File: config.mk
export PLATFORM = sky130hd
export DESIGN_NAME = register_file_param
export DESIGN_NICKNAME = d
export VERILOG_FILES = /design/src/rtl/register_file_param.sv
export SDC_FILE = /design/constraint.sdc
export NUM_CORES = 1
export LEC_CHECK = 0
export ABC_AREA = 0
export CORE_MARGIN = 3
export CORE_UTILIZATION = 55
export DETAILED_ROUTE_END_ITERATION = 16
export MAX_ROUTING_LAYER = met4
export PLACE_DENSITY_LB_ADDON = 0.1
export SLEW_MARGIN = 40
export SYNTH_ARGS = -nofsm -noshare
export SYNTH_HDL_FRONTEND = slang
export SYNTH_SLANG_ARGS = --single-unit
File: constraint.sdc
create_clock -name clk -period 6.8 [get_ports clk]
set_clock_uncertainty 0.15 [all_clocks]
set_input_delay 1.36 -clock clk [delete_from_list [all_inputs] [get_ports clk]]
set_output_delay 1.36 -clock clk [all_outputs]
set_load 0.1 [all_outputs]
File: src/rtl/register_file_param.sv
// register_file_param
// -------------------
// Parametrised two-read / one-write register file that sits between decode
// (read addresses) and writeback (write port).
//
// After reset a clear sequencer walks every entry and writes zero, one entry
// per clock. Reads return zero and writes are ignored until the walk
// completes and `ready` rises.
//
// Optional feature (macro REGFILE_BYPASS_EN):
//   When the macro is defined, a read of the address being written in the
//   same cycle returns data_in (write-first). When it is undefined, such a
//   read returns the pre-write stored value.
//
// Parameters:
//   DATA_WIDTH - width of each entry and data port
//   ADDR_WIDTH - address width; DEPTH = 2**ADDR_WIDTH entries
//   ZERO_REG   - 1: entry 0 reads as zero and ignores writes
//
// Ports:
//   clk           - clock; all state updates on the rising edge
//   reset         - synchronous, active-high reset; restarts the clear
//   read1_address - read port 1 address
//   read2_address - read port 2 address
//   data1_out     - read port 1 data (combinational)
//   data2_out     - read port 2 data (combinational)
//   write_enable  - commit data_in to write_address at the next edge
//   write_address - write port address
//   data_in       - write data
//   ready         - high once the clear sequence has completed
module register_file_param #(
    parameter int DATA_WIDTH = 32,
    parameter int ADDR_WIDTH = 5,
    parameter int ZERO_REG   = 1
) (
    input  logic                  clk,
    input  logic                  reset,
    input  logic [ADDR_WIDTH-1:0] read1_address,
    input  logic [ADDR_WIDTH-1:0] read2_address,
    output logic [DATA_WIDTH-1:0] data1_out,
    output logic [DATA_WIDTH-1:0] data2_out,
    input  logic                  write_enable,
    input  logic [ADDR_WIDTH-1:0] write_address,
    input  logic [DATA_WIDTH-1:0] data_in,
    output logic                  ready
);

    localparam int DEPTH = 2 ** ADDR_WIDTH;
    localparam logic [ADDR_WIDTH-1:0] ADDR_ZERO = {ADDR_WIDTH{1'b0}};
    localparam logic [ADDR_WIDTH-1:0] ADDR_LAST = {ADDR_WIDTH{1'b1}};
    localparam logic [DATA_WIDTH-1:0] DATA_ZERO = {DATA_WIDTH{1'b0}};

    typedef enum logic [0:0] {
        ST_CLEAR = 1'b0,
        ST_RUN   = 1'b1
    } state_t;

    state_t                  state_r;
    logic [ADDR_WIDTH-1:0]   clear_count_r;
    logic                    ready_r;
    logic [DATA_WIDTH-1:0]   mem_r [DEPTH];
    logic [DATA_WIDTH-1:0]   data1_s;
    logic [DATA_WIDTH-1:0]   data2_s;
    logic                    zero_hit1_s;
    logic                    zero_hit2_s;
    logic                    zero_wr_s;

    // Entry 0 is hardwired only when ZERO_REG is set.
    assign zero_hit1_s = (ZERO_REG != 0) && (read1_address == ADDR_ZERO);
    assign zero_hit2_s = (ZERO_REG != 0) && (read2_address == ADDR_ZERO);
    assign zero_wr_s   = (ZERO_REG != 0) && (write_address == ADDR_ZERO);

    // Clear sequencer, write port, and registered ready flag.
    always_ff @(posedge clk) begin
        if (reset) begin
            state_r       <= ST_CLEAR;
            clear_count_r <= ADDR_ZERO;
            ready_r       <= 1'b0;
        end else begin
            case (state_r)
                ST_CLEAR: begin
                    mem_r[clear_count_r] <= DATA_ZERO;
                    if (clear_count_r == ADDR_LAST) begin
                        // The last entry is cleared; hold the count rather than wrap.
                        state_r       <= ST_RUN;
                        ready_r       <= 1'b1;
                        clear_count_r <= clear_count_r;
                    end else begin
                        state_r       <= ST_CLEAR;
                        ready_r       <= 1'b0;
                        clear_count_r <= clear_count_r + {{(ADDR_WIDTH-1){1'b0}}, 1'b1};
                    end
                end
                ST_RUN: begin
                    if (write_enable && !zero_wr_s) begin
                        mem_r[write_address] <= data_in;
                    end else begin
                        mem_r[write_address] <= mem_r[write_address];
                    end
                end
                default: begin
                    state_r       <= ST_CLEAR;
                    clear_count_r <= ADDR_ZERO;
                    ready_r       <= 1'b0;
                end
            endcase
        end
    end

    // Read port 1: forced to zero while clearing or when hitting a hardwired entry 0.
    always_comb begin
        data1_s = DATA_ZERO;
        if (state_r == ST_RUN) begin
            if (zero_hit1_s) begin
                data1_s = DATA_ZERO;
            end
`ifdef REGFILE_BYPASS_EN
            else if (write_enable && (write_address == read1_address)) begin
                data1_s = data_in;
            end
`endif
            else begin
                data1_s = mem_r[read1_address];
            end
        end else begin
            data1_s = DATA_ZERO;
        end
    end

    // Read port 2: same rules as port 1.
    always_comb begin
        data2_s = DATA_ZERO;
        if (state_r == ST_RUN) begin
            if (zero_hit2_s) begin
                data2_s = DATA_ZERO;
            end
`ifdef REGFILE_BYPASS_EN
            else if (write_enable && (write_address == read2_address)) begin
                data2_s = data_in;
            end
`endif
            else begin
                data2_s = mem_r[read2_address];
            end
        end else begin
            data2_s = DATA_ZERO;
        end
    end

    assign data1_out = data1_s;
    assign data2_out = data2_s;
    assign ready     = ready_r;

endmodule
* After elaboration in Yosys (flattened, before gate mapping)
Memories as Yosys holds them, arrays and structs flattened.
Index checks and enable logic that the tools add are counted.
** Storage, ports and cells
- Bits in registers :: 7
- Bits in writable memories :: 1024
- Bits of input ports :: 50
- Output and inout bits :: 65
- Logic and storage cells :: 39
- Memories :: 1
** Memories
- mem_r :: depth 32, bits a word 32, read ports 2, clocked after memory_dff 0, write ports 1, RTL line 61 : logic [DATA_WIDTH-1:0] mem_r [DEPTH];
** Operators by class
- Add/subtract/negate cells :: 1
- Equality and inequality tests :: 2
- Mux-type cells :: 21
- Bitwise operators :: 3
- Reductions and logical operators :: 8
** Operator list (count)
- $mux 32 :: 6
- $reduce_or 32->1 :: 1
- $logic_not 5->1 :: 3
- $mux 1 :: 14
- $add 5x1->5 const B :: 1
- $eq 5x5->1 const B :: 1
- $mux 5 :: 1
- $reduce_and 2->1 :: 2
- $not 1->1 :: 2
- $logic_and 1x1->1 :: 1
- $logic_not 1->1 :: 1
- $ne 0x0->1 :: 1
- $or 1x1->1 :: 1

* Logic depth before layout (Yosys ltp)
- Word-level depth :: 11
- Mapped depth :: 8
- Gate-level depth less buffers :: 7

* Worst setup path before layout
Ideal clock, no wire load.
- Kind :: in2reg
- Start :: input reset
- End :: memory mem_r[9][0] (enable)
- Library setup time :: 0.461 ns
- Arrival time :: 4.428 ns
- Slack :: 1.761 ns
- Stages :: 5
- Buffers on the path :: 1
- Cells stage by stage :: nand3b_1 a21o_1 buf_4 mux2i_1 nor3_1
** Between the ends
- Word-level cells in the longest chain between the ends :: 6
- Elaborated cells between the ends (all ways) :: 11
- Those cells by class :: mux (8); bitwise (1); reduce/logical (2)
** RTL lines
- from (decl) :: RTL line 37 : input logic reset,
- $mux 1 :: RTL line 75 : if (reset) begin
- $mux 1 (implied by the code) :: RTL line 98 : mem_r[write_address] <= mem_r[write_address];
- $reduce_and 2->1 (no source line)
- $or 1x1->1 (no source line)
- $reduce_or 32->1 (no source line)
- $mux 5 (no source line) or $mux 1 (tied branches)
- to (decl) :: RTL line 61
Parallel ways exist; a longest one is shown, timed or not.

* Final worst setup path
- Start :: input read2_address[3]
- End :: output data2_out[0]
** Between the ends
- Word-level cells in the longest chain between the ends :: 3
- Elaborated cells between the ends (all ways) :: 4
- Those cells by class :: mux (2); reduce/logical (1); memory (1)
** RTL lines
- from (decl) :: RTL line 39 : input logic [ADDR_WIDTH-1:0] read2_address,
- $mem_v2 32x32 or $logic_not 5->1 (tied branches)
- $mux 32 * :: RTL line 134 : if (zero_hit2_s) begin
- $mux 32 * :: RTL line 133 : if (state_r == ST_RUN) begin
- to (decl) :: RTL line 41 : output logic [DATA_WIDTH-1:0] data2_out,
Every way passes the cells marked *; elsewhere a longest branch is shown, timed or not.

==> summary.md <==
| Metric | Value |
|---|---|
| Pwr/cell area | 243.9 nW/um^2 |
| CP required | around 5300 ps |
| Most area-consuming cells after synthesis | edfxtp_1 (64%), mux2i_1 (12%), mux4_2 (9.3%) |
| Overflow after GRT | 0 |
| CP startpoint | read2_address[3] |
| Drt first pass iters | 6 |
| Crit path DAT | 4300 ps |
| Max-cap violation count | 0 |
| Die Wd | 297.7 um |
| Reg clk slew, reported paths | 50 ps |
| Sequential fraction of the synthesis area | 64.08% |
| Die Y | ~300 um |
| DR vias | 30,120 |
| Syn Nets | a little under 3,000 |
| Hold Vio Cnt, Final | 0 |
| Nets | 3,058 |
| Final setup viols | 0 |
| Final wirelength | 145.9 mm |
| Area fraction of the dominant cell type after synthesis | 63.78% |
| Syn avg cell area | 16.17 sq um |
| DRC viols | 0 |
| Clock Power Share | 42.9% |
| Largest net degree at the start of global routing | 104 |
| Total CTS buffers | 105 |
| Multi-input gate area | 15,920 sq um |
| Die area | 88,630 sq um |
| Worst Hold Path Cells | 2 |
| Worst min-delay path startpoint | ready |
| Post-synth top flop | edfxtp_1 |
| Fmax | 0.1720 GHz |
| Rows | 106 |
| Cell Area, Synth | approximately 47,000 sq um |
| EDFF count, synth | 994 |
| Fin util | 63.41% |
| Tot GR Track Use | 33.70% |
| HPWL Detailed | 90.34 mm |
| Reg power frac | 51.8% |
| Reg-to-reg setup timing slack | 2990 ps |
| Shortest period the worst path allows | 5814 ps |
| Global-route wire length before repair | 210.5 mm |
| Total I/O pin count | 115 |
| Worst r2r path cells | 7 |
| H-tree Lvls | 3 |
| Critical path class | in -> out |
| Sw Ratio | 21.62% |
| Register area | 29,990 sq um |
| R2R Path End | mem_r[14][2] |
| Startpoint types | input port |
| Period utilisation layout | 85.51% |
| Routability cong. | 0.8743 |
| Status | complete, no violations |
| Clock tree sinks | 1,001 |
| Longest Clk Path Bufs | 3 |
| FFs w/ async S/R, synth | 0% |
| Synth warnings | 0 |
| Worst-Margin Slew | approximately 900 ps |
| CORE AREA | ~84,000 sq um |
| Iteration-0 DRC Markers | 3,563 |
| Final Slew Violations | 0 |
| PostCTS Resize Cnt | 0 |
| Initial Utilization | 55.74% |
| Setup crit end kind | primary output |
| Clock root buffer | clkbuf_16 |
| P_leak | 17.01 nW |
| Count leader, synth | edfxtp_1 |
| Sum Neg Setup Slack | 0 ps |
| RSZ-0062 raised after global routing | no |
| Worst-path fanout max | 18 |
| FF+latch count, synth | 1,001 |
| Commonest cells post-synth | edfxtp_1 (994), mux2i_1 (575), mux4_2 (193), o22ai_1 (192), a22oi_1 (189) |
| I/O Buffers | 114 |
| Yosys cell types | 50 |
| Cells after Synth | 2,895 |
| Worst min path class | reg -> reg |
| Wire per inst | 34.48 um |
| Min setup slack post-route | 985.6 ps |
| DRT antenna net count | 0 |
| Via-per-instance ratio | 7.116 |
| Sw power | around 2.8 mW |
| Hold_buf cts | 0 |
| Reg2reg start | state_r |
| Initial antenna violation count | 3 |
| Gate power share | 5.3% |
| Area Overhead vs Synth | 13.75% |
| Vias in the first global route | 30,330 |
| Setup Fix Bufs, Post-CTS | 0 |
| Clk_lat worst skew | roughly 670 ps |
| Worst IR Drop VDD | 0.0002111 V |
| Slew HR | 39.99% |
| Internal power | approximately 10 mW |
| Share of cells above drive strength 1 | 20.60% |
| FILL cells | ~6,000 |
| Hold endpoint | ready |
| Leading area contributor after synthesis | edfxtp_1 |
| TritonCTS clock tree | done |
| Post-placement setup slack | 1077 ps |
-- sequential cells by signal, indices dropped and copies added (netlist names) --
name and flops:
clear_count_r 5, mem_r 994, state_r 1, ready 1
-- area by class of cell --
cell class,count,area share (%)
flip-flops and latches,1001,56.33
multi-input cells,1647,29.90
clock buffers,132,5.225
repair buffers,243,4.832
well taps,1134,2.665
clock inverters,61,0.9566
inverters,8,0.05641
diodes,6,0.02820
-- metrics by stage --
step           cells  power (mW)  cell area, sq um  hold slack (ps)
6_report        4232       12.98             53230            351.4
3_3_place_gp    4017       7.521             49580            350.2
4_1_cts         4226       13.01             53200            352.4
2_1_floorplan   2895       7.316             46800            361.8
5_1_grt         4231       13.32             53230            388.2
3_5_place_dp    4033       7.533             49910            336.7
-- cell usage in the layout (no fill, tap or decap), types with 29 or more instances in the layout --
cell,instances
mux4_2,193
nand2_1,130
o21ai_0,62
edfxtp_1,994
clkbuf_16,107
a22oi_1,189
nand4_1,65
o22ai_1,192
buf_4,140
mux2i_1,574
nor2_4,29
and2_2,34
clkdlybuf4s50_1,45
a221oi_1,62
buf_12,35
-- metal layers --
metal  vias up  routed length (um)  global-route usage, %
met4         0                7142                  14.32
li1      12270                   -                      -
met2      1832               68970                  51.83
met3       432               14090                  6.413
met5         -                   0                      -
met1     15590               55720                  44.46
-- critical path, cell delays in order --
cell	delay [ps]
clkdlybuf4s50_1	780
or3b_2	820
buf_4	360
o22ai_1	190
o21ai_0	100
nand4_1	270
buf_4	360
-- power groups by stage --
stage	registers, mW	logic [mW]	clock network, mW
global placement	6.86	0.663	0
detailed placement	6.86	0.673	0
finish	6.73	0.687	5.56
global route	6.73	0.710	5.87
CTS	6.73	0.674	5.61
floorplan	6.86	0.460	0
-- how the worst max path moves through the flow --
stage                    end  slack, ps  cells after the start
5_1_grt         data1_out[0]        960                      8
3_5_place_dp   data1_out[10]       1080                      8
6_report        data2_out[0]        990                      7
4_1_cts        data1_out[10]       1050                      8
2_1_floorplan    mem_r[9][0]       1760                      5
3_3_place_gp    data2_out[0]       1100                      7
-- logic make-up after synthesis --
kind of cell,share of synthesized area (%)
flops,64.08
simple gates,3.604
compound gates,7.890
mux,21.61
buf+inv,2.706
fa+ha+maj,0.05346
xor+xnor,0.05616
No activity file was read; power rests on OpenSTA's default activity.
